<file path="src/rtl/uart_pkg.sv">
// Shared UART constants: clocking, ASCII control codes and the TX feeder FSM encoding.
// Used by the TX feeder, the transmitter and the future receiver.
package uart_pkg;

    localparam int unsigned CLK_FREQ   = 10_000_000;
    localparam int unsigned BAUD_RATE  = 115_200;
    // Rounded to nearest: 10 MHz / 115200 = 86.8 -> 87 clocks per bit.
    localparam int unsigned BIT_PERIOD = (CLK_FREQ + BAUD_RATE / 2) / BAUD_RATE;

    localparam logic [7:0] ASCII_CR = 8'h0D;
    localparam logic [7:0] ASCII_LF = 8'h0A;

    typedef logic [1:0] tx_state_t;

    localparam tx_state_t ST_IDLE      = 2'd0;
    localparam tx_state_t ST_LAUNCH    = 2'd1;
    localparam tx_state_t ST_WAIT_BUSY = 2'd2;
    localparam tx_state_t ST_WAIT_DONE = 2'd3;

endpackage

</file>
<file path="src/rtl/uart_tx_feeder_if.sv">
// Start/data/busy handshake between the TX feeder (master) and the UART transmitter (slave).
interface uart_tx_feeder_if;

    logic       tx_start;
    logic [7:0] tx_data;
    logic       tx_busy;

    modport master (
        output tx_start,
        output tx_data,
        input  tx_busy
    );

    modport slave (
        input  tx_start,
        input  tx_data,
        output tx_busy
    );

endinterface

</file>
<file path="src/rtl/uart_sync_fifo.sv">
// Byte FIFO for the UART TX path: registered count drives full/empty, no write-to-read bypass,
// one-cycle overflow pulse on a dropped write, synchronous flush.
module uart_sync_fifo #(
    parameter int unsigned DEPTH  = 8,
    parameter int unsigned ADDR_W = 3
) (
    input  logic              clk,
    input  logic              rst_n,
    input  logic              wr_en,
    input  logic [7:0]        wr_data,
    input  logic              rd_en,
    input  logic              flush,
    output logic [7:0]        rd_data,
    output logic              full,
    output logic              empty,
    output logic [ADDR_W:0]   count,
    output logic              overflow
);

    logic [7:0]        mem_q [DEPTH];
    logic [7:0]        mem_d [DEPTH];
    logic [ADDR_W-1:0] wr_ptr_q, wr_ptr_d;
    logic [ADDR_W-1:0] rd_ptr_q, rd_ptr_d;
    logic [ADDR_W:0]   count_q, count_d;
    logic              overflow_q, overflow_d;
    logic              push, pop;

    assign full     = (count_q == (ADDR_W + 1)'(DEPTH));
    assign empty    = (count_q == '0);
    assign count    = count_q;
    assign overflow = overflow_q;
    assign rd_data  = mem_q[rd_ptr_q];

    // A write while full is refused even if a pop frees a slot this cycle.
    assign push = wr_en && !full && !flush;
    assign pop  = rd_en && !empty;

    always_comb begin
        mem_d      = mem_q;
        wr_ptr_d   = wr_ptr_q;
        rd_ptr_d   = rd_ptr_q;
        count_d    = count_q;
        overflow_d = wr_en && full && !flush;
        if (flush) begin
            wr_ptr_d = '0;
            rd_ptr_d = '0;
            count_d  = '0;
        end else begin
            if (push) begin
                mem_d[wr_ptr_q] = wr_data;
                wr_ptr_d        = wr_ptr_q + 1'b1;
            end
            if (pop) begin
                rd_ptr_d = rd_ptr_q + 1'b1;
            end
            if (push && !pop) begin
                count_d = count_q + 1'b1;
            end else if (!push && pop) begin
                count_d = count_q - 1'b1;
            end
        end
    end

    always_ff @(posedge clk) begin
        mem_q <= mem_d;
    end

    always_ff @(posedge clk or negedge rst_n) begin
        if (!rst_n) begin
            wr_ptr_q   <= '0;
            rd_ptr_q   <= '0;
            count_q    <= '0;
            overflow_q <= 1'b0;
        end else begin
            wr_ptr_q   <= wr_ptr_d;
            rd_ptr_q   <= rd_ptr_d;
            count_q    <= count_d;
            overflow_q <= overflow_d;
        end
    end

endmodule

</file>
<file path="src/rtl/uart_tx_feeder.sv">
// Buffers CPU bytes and feeds them one at a time to the UART transmitter.
// Optional UART_TX_CRLF_EN: insert a CR before every LF taken from the FIFO.
module uart_tx_feeder
    import uart_pkg::*;
#(
    parameter int unsigned DEPTH  = 8,
    parameter int unsigned ADDR_W = 3
) (
    input  logic              clk,
    input  logic              rst_n,
    input  logic              wr_en,
    input  logic [7:0]        wr_data,
    input  logic              flush,
    output logic              full,
    output logic              empty,
    output logic [ADDR_W:0]   count,
    output logic              overflow,
    uart_tx_feeder_if.master  tx_if
);

    tx_state_t  state_q, state_d;
    logic       tx_start_q, tx_start_d;
    logic [7:0] tx_data_q, tx_data_d;
    logic [7:0] head;
    logic       pop;

`ifdef UART_TX_CRLF_EN
    logic       cr_sent_q, cr_sent_d;
`endif

    uart_sync_fifo #(
        .DEPTH  (DEPTH),
        .ADDR_W (ADDR_W)
    ) u_fifo (
        .clk      (clk),
        .rst_n    (rst_n),
        .wr_en    (wr_en),
        .wr_data  (wr_data),
        .rd_en    (pop),
        .flush    (flush),
        .rd_data  (head),
        .full     (full),
        .empty    (empty),
        .count    (count),
        .overflow (overflow)
    );

    always_comb begin
        state_d   = state_q;
        tx_data_d = tx_data_q;
        pop       = 1'b0;
`ifdef UART_TX_CRLF_EN
        cr_sent_d = cr_sent_q;
`endif
        case (state_q)
            ST_IDLE: begin
                if (!empty && !tx_if.tx_busy) begin
                    state_d = ST_LAUNCH;
`ifdef UART_TX_CRLF_EN
                    // The LF stays at the head while its CR goes out first.
                    if (head == ASCII_LF && !cr_sent_q) begin
                        tx_data_d = ASCII_CR;
                        cr_sent_d = 1'b1;
                    end else begin
                        tx_data_d = head;
                        pop       = 1'b1;
                        cr_sent_d = 1'b0;
                    end
`else
                    tx_data_d = head;
                    pop       = 1'b1;
`endif
                end
            end
            ST_LAUNCH:    state_d = ST_WAIT_BUSY;
            ST_WAIT_BUSY: if (tx_if.tx_busy) state_d = ST_WAIT_DONE;
            ST_WAIT_DONE: if (!tx_if.tx_busy) state_d = ST_IDLE;
            default:      state_d = ST_IDLE;
        endcase
`ifdef UART_TX_CRLF_EN
        if (flush) begin
            cr_sent_d = 1'b0;
        end
`endif
        tx_start_d = (state_d == ST_LAUNCH);
    end

    always_ff @(posedge clk or negedge rst_n) begin
        if (!rst_n) begin
            state_q    <= ST_IDLE;
            tx_start_q <= 1'b0;
            tx_data_q  <= 8'h00;
        end else begin
            state_q    <= state_d;
            tx_start_q <= tx_start_d;
            tx_data_q  <= tx_data_d;
        end
    end

`ifdef UART_TX_CRLF_EN
    always_ff @(posedge clk or negedge rst_n) begin
        if (!rst_n) begin
            cr_sent_q <= 1'b0;
        end else begin
            cr_sent_q <= cr_sent_d;
        end
    end
`endif

    assign tx_if.tx_start = tx_start_q;
    assign tx_if.tx_data  = tx_data_q;

endmodule

</file>
<file path="src/flat_wrapper.sv">
// flat-port wrapper written by rule: the top's interface ports become plain ports
module uart_tx_feeder_flat import uart_pkg::*;
#(
    parameter int unsigned DEPTH  = 8,
    parameter int unsigned ADDR_W = 3
)
  (clk, rst_n, wr_en, wr_data, flush, full, empty, count, overflow, tx_if_tx_start, tx_if_tx_data, tx_if_tx_busy);
  uart_tx_feeder_if tx_if_i ();
  input  logic clk;
  input  logic rst_n;
  input  logic wr_en;
  input  logic [7:0] wr_data;
  input  logic flush;
  output logic full;
  output logic empty;
  output logic [ADDR_W:0] count;
  output logic overflow;
  output wire logic [$bits(tx_if_i.tx_start)-1:0] tx_if_tx_start;
  output wire logic [$bits(tx_if_i.tx_data)-1:0] tx_if_tx_data;
  input wire logic [$bits(tx_if_i.tx_busy)-1:0] tx_if_tx_busy;
  assign tx_if_tx_start = tx_if_i.tx_start;
  assign tx_if_tx_data = tx_if_i.tx_data;
  assign tx_if_i.tx_busy = tx_if_tx_busy;
  uart_tx_feeder #(.DEPTH(DEPTH), .ADDR_W(ADDR_W)) u_core (.clk(clk), .rst_n(rst_n), .wr_en(wr_en), .wr_data(wr_data), .flush(flush), .full(full), .empty(empty), .count(count), .overflow(overflow), .tx_if(tx_if_i));
endmodule
</file>
<file path="config.mk">
export PLATFORM = sky130hd
export DESIGN_NAME = uart_tx_feeder_flat
export DESIGN_NICKNAME = d
export VERILOG_FILES = /design/src/rtl/uart_pkg.sv /design/src/rtl/uart_tx_feeder_if.sv /design/src/rtl/uart_sync_fifo.sv /design/src/rtl/uart_tx_feeder.sv /design/src/flat_wrapper.sv
export SDC_FILE = /design/constraint.sdc
export NUM_CORES = 1
export LEC_CHECK = 0
export ABC_AREA = 1
export BUFFER_PORTS_ARGS = -buffer_cell sky130_fd_sc_hd__buf_2
export CELL_PAD_IN_SITES_DETAIL_PLACEMENT = 1
export CELL_PAD_IN_SITES_GLOBAL_PLACEMENT = 2
export CORE_ASPECT_RATIO = 0.5
export CORE_UTILIZATION = 40
export CTS_CLUSTER_DIAMETER = 30
export CTS_CLUSTER_SIZE = 25
export DETAILED_ROUTE_END_ITERATION = 7
export PLACE_DENSITY_LB_ADDON = 0.3
export SETUP_SLACK_MARGIN = 0.2
export SYNTH_ARGS = -nofsm -noshare
export SYNTH_HDL_FRONTEND = slang
export SYNTH_HIERARCHICAL = 1
export SYNTH_SLANG_ARGS = --single-unit
</file>
<file path="constraint.sdc">
create_clock -name clk -period 2.6 [get_ports clk]
set_input_delay 0.26 -clock clk [delete_from_list [all_inputs] [get_ports clk]]
set_output_delay 0.26 -clock clk [all_outputs]
set_load 0.02 [all_outputs]
</file>
==> results.toml <==
[detailed_routing]
drt_iter0_drc = 85
dr.pass1.iters = 4
wl_per_cell_um = 18.5
antenna_left = 0
drc = 0
avgViaCountPerCell = 5.19
num_vias = 2458
wirelength_mm = 8.78

[finish]
synthToLayoutAreaGrowth_pct = 18.1
fin_cells = 474
insertedDiodeCount = 0
drive_above_1_share_pct = 22.7
fin_nets = 370

[worst_setup_path]
crit_required_ps = 2830
crit_type = "reg2reg"
reg2reg_depth = 17
cp-start-kind = "flip-flop"
cp.arrival_ps = 2390
ff2ff_setup_slack_ps = 440
r2r-end = "u_core/u_fifo/count[3]"
worstSetupEndpointType = "flip-flop"
rr_startpoint = "u_core/u_fifo/count[0]"
worstPathMaxFanout = 8

[clock_network]
cts_buffer_depth = 2
cts_max_level = 3
clock_latency_ps = 340
clkTransAtPathRegs_ps = 60
cts-root-buf = "clkbuf_16"
clock_sinks = 86
cts_tree = "yes"
numCtsBuffers = 9

[global_route]
track_usage_pct = 20.3
antenna_found_initial = 0
grt_overflow = 0
grt_max_degree = 27
grt_pass1_wl_mm = 13.9
grt_pass1_vias = 2567

[sta]
rsz0062_at_grt = "false"
period_needed_ps = 2160
setup_tns_ps = 0
hold_viol_final = 0
drv_slew = 0
skew_ps = 4.99
relSlewSlack_pct = 62.0
worst_slew_pin_slew_ps = 570
max_freq_mhz = 463
setup_viol = 0
fin_hold_ws_ps = 191
finalCritPeriodShare_pct = 83.2

[power_and_ir_drop]
powerDensity_nw_per_um2 = 808
vdd_drop_max_mv = 0.365
power.leakage_nw = 1.71

[logic_synthesis]
synthTopCellsByCount = "nand2_1 (66), edfxtp_1 (64), nor2_1 (29)"
ys_seq_area_share_pct = 67.4
ys.flop_type = "edfxtp_1"
async_flop_share_pct = 25.6
synth_area_per_cell_sq_um = 12.0
ys_ff_latch = 86
yosys_warnings = 6
syn_nets = 323
syn_area_sq_um = 3670
synth_top_area_share_pct = 52.4
synth_area_leader_cell = "edfxtp_1"
syn_inst = 305
yosysUniqueCellTypes = 29
synthTopCellsByArea = "edfxtp_1 (52%), dfrtp_1 (15%), nand2_1 (6.8%)"
post-synth-top-count-cell = "nand2_1"
synth_edf_count = 64

[min_path]
min_to = "u_core/u_fifo/mem_q[60]"
hold_class = "in2reg"
whs_path_depth = 1
min-delay-start = "wr_data[4]"

[die]
rows = 24
start_util_pct = 41.7
die-area_sq_um = 9580
die-width_um = 137
dieHeight_um = 69.7
io_pins = 29
core_sq_um = 8800

[placement]
dpl.hpwl_mm = 5.85
dp_cells = 453
finalWeightedCongestion = 0.770
port_buffers = 28

[outcome]
status = "completed"

[job]
cap_violations = 0
==> cell families after synthesis <==
kind of cell	Yosys count	synth area share, %
AOI/OAI and AO/OA	44	6.96
xor gates and xnor gates	1	0.239
adders and majority gates	5	1.91
buffers and inverters	28	3.41
DFF	86	67.4
muxes	16	4.36
and+or+nand+nor	125	15.8
==> sequential cells by signal (all words and copies together) (netlist names) <==
| signal | cells |
|---|---|
| u_core/u_fifo/rd_ptr_q | 3 |
| u_core/u_fifo/count | 4 |
| u_core/u_fifo/overflow | 1 |
| u_core/u_fifo/mem_q | 64 |
| u_core/tx_if.tx_start | 1 |
| u_core/u_fifo/wr_ptr_q | 3 |
| u_core/tx_if.tx_data | 8 |
| u_core/state_q | 2 |
==> layout make-up <==
| type | instances | area, sq um |
|---|---|---|
| Clock buffer | 13 | 250 |
| Inverter | 18 | 67.6 |
| Timing Repair Buffer | 46 | 278 |
| Fill cell | 963 | 4470 |
| Multi-Input combinational cell | 191 | 1100 |
| Clock inverter | 3 | 20.0 |
| Sequential cell | 86 | 2470 |
| Tap cell | 117 | 146 |
==> stage by stage <==
step / util, % / total power, mW / setup WS (ps) / instance area (sq um)
floorplan: - / 2.09 / 205 / 3670
global placement: 45.5 / 2.30 / 346 / 4000
detailed placement: 45.5 / 2.33 / 208 / 4000
CTS: 48.8 / 3.50 / 223 / 4290
global route: 49.2 / 3.66 / 198 / 4330
finish: 49.2 / 3.50 / 438 / 4330
==> per-layer routing <==
layer | global-route usage, % | share of wire (%)
met5 | 0 | 0
met4 | 3.66 | 0.80
met3 | 7.02 | 5.2
met2 | 31.7 | 46
met1 | 27.7 | 48
==> report_power, final <==
group / total (mW) / internal (mW) / switching, mW
clock: 1.17 / 0.672 / 0.493
combinational: 0.666 / 0.228 / 0.438
sequential: 1.67 / 1.59 / 0.0764
total: 3.50 / 2.49 / 1.01
==> repair_timing <==
item | 4_1_cts | 5_1_grt
endpoints found under the hold margin | 22 | 0
pin swaps | 0 | 2
setup buffers | 0 | 4
cloned | 0 | 0
endpoints found under the setup margin | 1 | 3
hold buffers | 1 | 0
gates resized for setup | 1 | 3
==> layout by cell type (no fill, tap or decap), drive strengths merged <==
cell type	Yosys	routed
nand2	72	72
edfxtp	64	64
buf	7	45
nor2	34	34
dfrtp	22	22
o21ai	22	22
inv	17	17
mux2i	16	16
o22ai	16	16
nand3	13	13
clkbuf	3	13
a21oi	6	6
nand4	4	4
ha	4	4
clkinvlp	0	2
nor3	2	2
clkinv	1	2
dlygate4sd3	0	1
xnor2	1	1
fa	1	1
==> worst max-delay path by stage <==
stage                             endpoint  slack, ps  cells after the start              startpoint
detailed placement  u_core/u_fifo/count[3]        210                     17  u_core/u_fifo/count[1]
finish              u_core/u_fifo/count[3]        440                     17  u_core/u_fifo/count[0]
floorplan           u_core/u_fifo/count[3]        200                     18  u_core/u_fifo/count[2]
global route        u_core/u_fifo/count[3]        200                     16  u_core/u_fifo/count[0]
CTS                 u_core/u_fifo/count[2]        220                     13  u_core/u_fifo/count[2]
global placement    u_core/u_fifo/count[3]        350                     17  u_core/u_fifo/count[1]
==> critical path: stages, from the launching register on <==
cell and delay [ps]:
dfrtp_1 440, nor2_4 150, nand2_2 90, inv_2 90
nor2_4 40, nand2_2 70, inv_1 80, nand2_4 110
nand3_4 140, ha_1 320, nand3_1 110, nand2_1 70
nand2_1 80, nand2_1 50, nand2_1 50, nand2_1 50
nand2_1 50, nand2_1 50
Power figures use the tool's default switching activity.
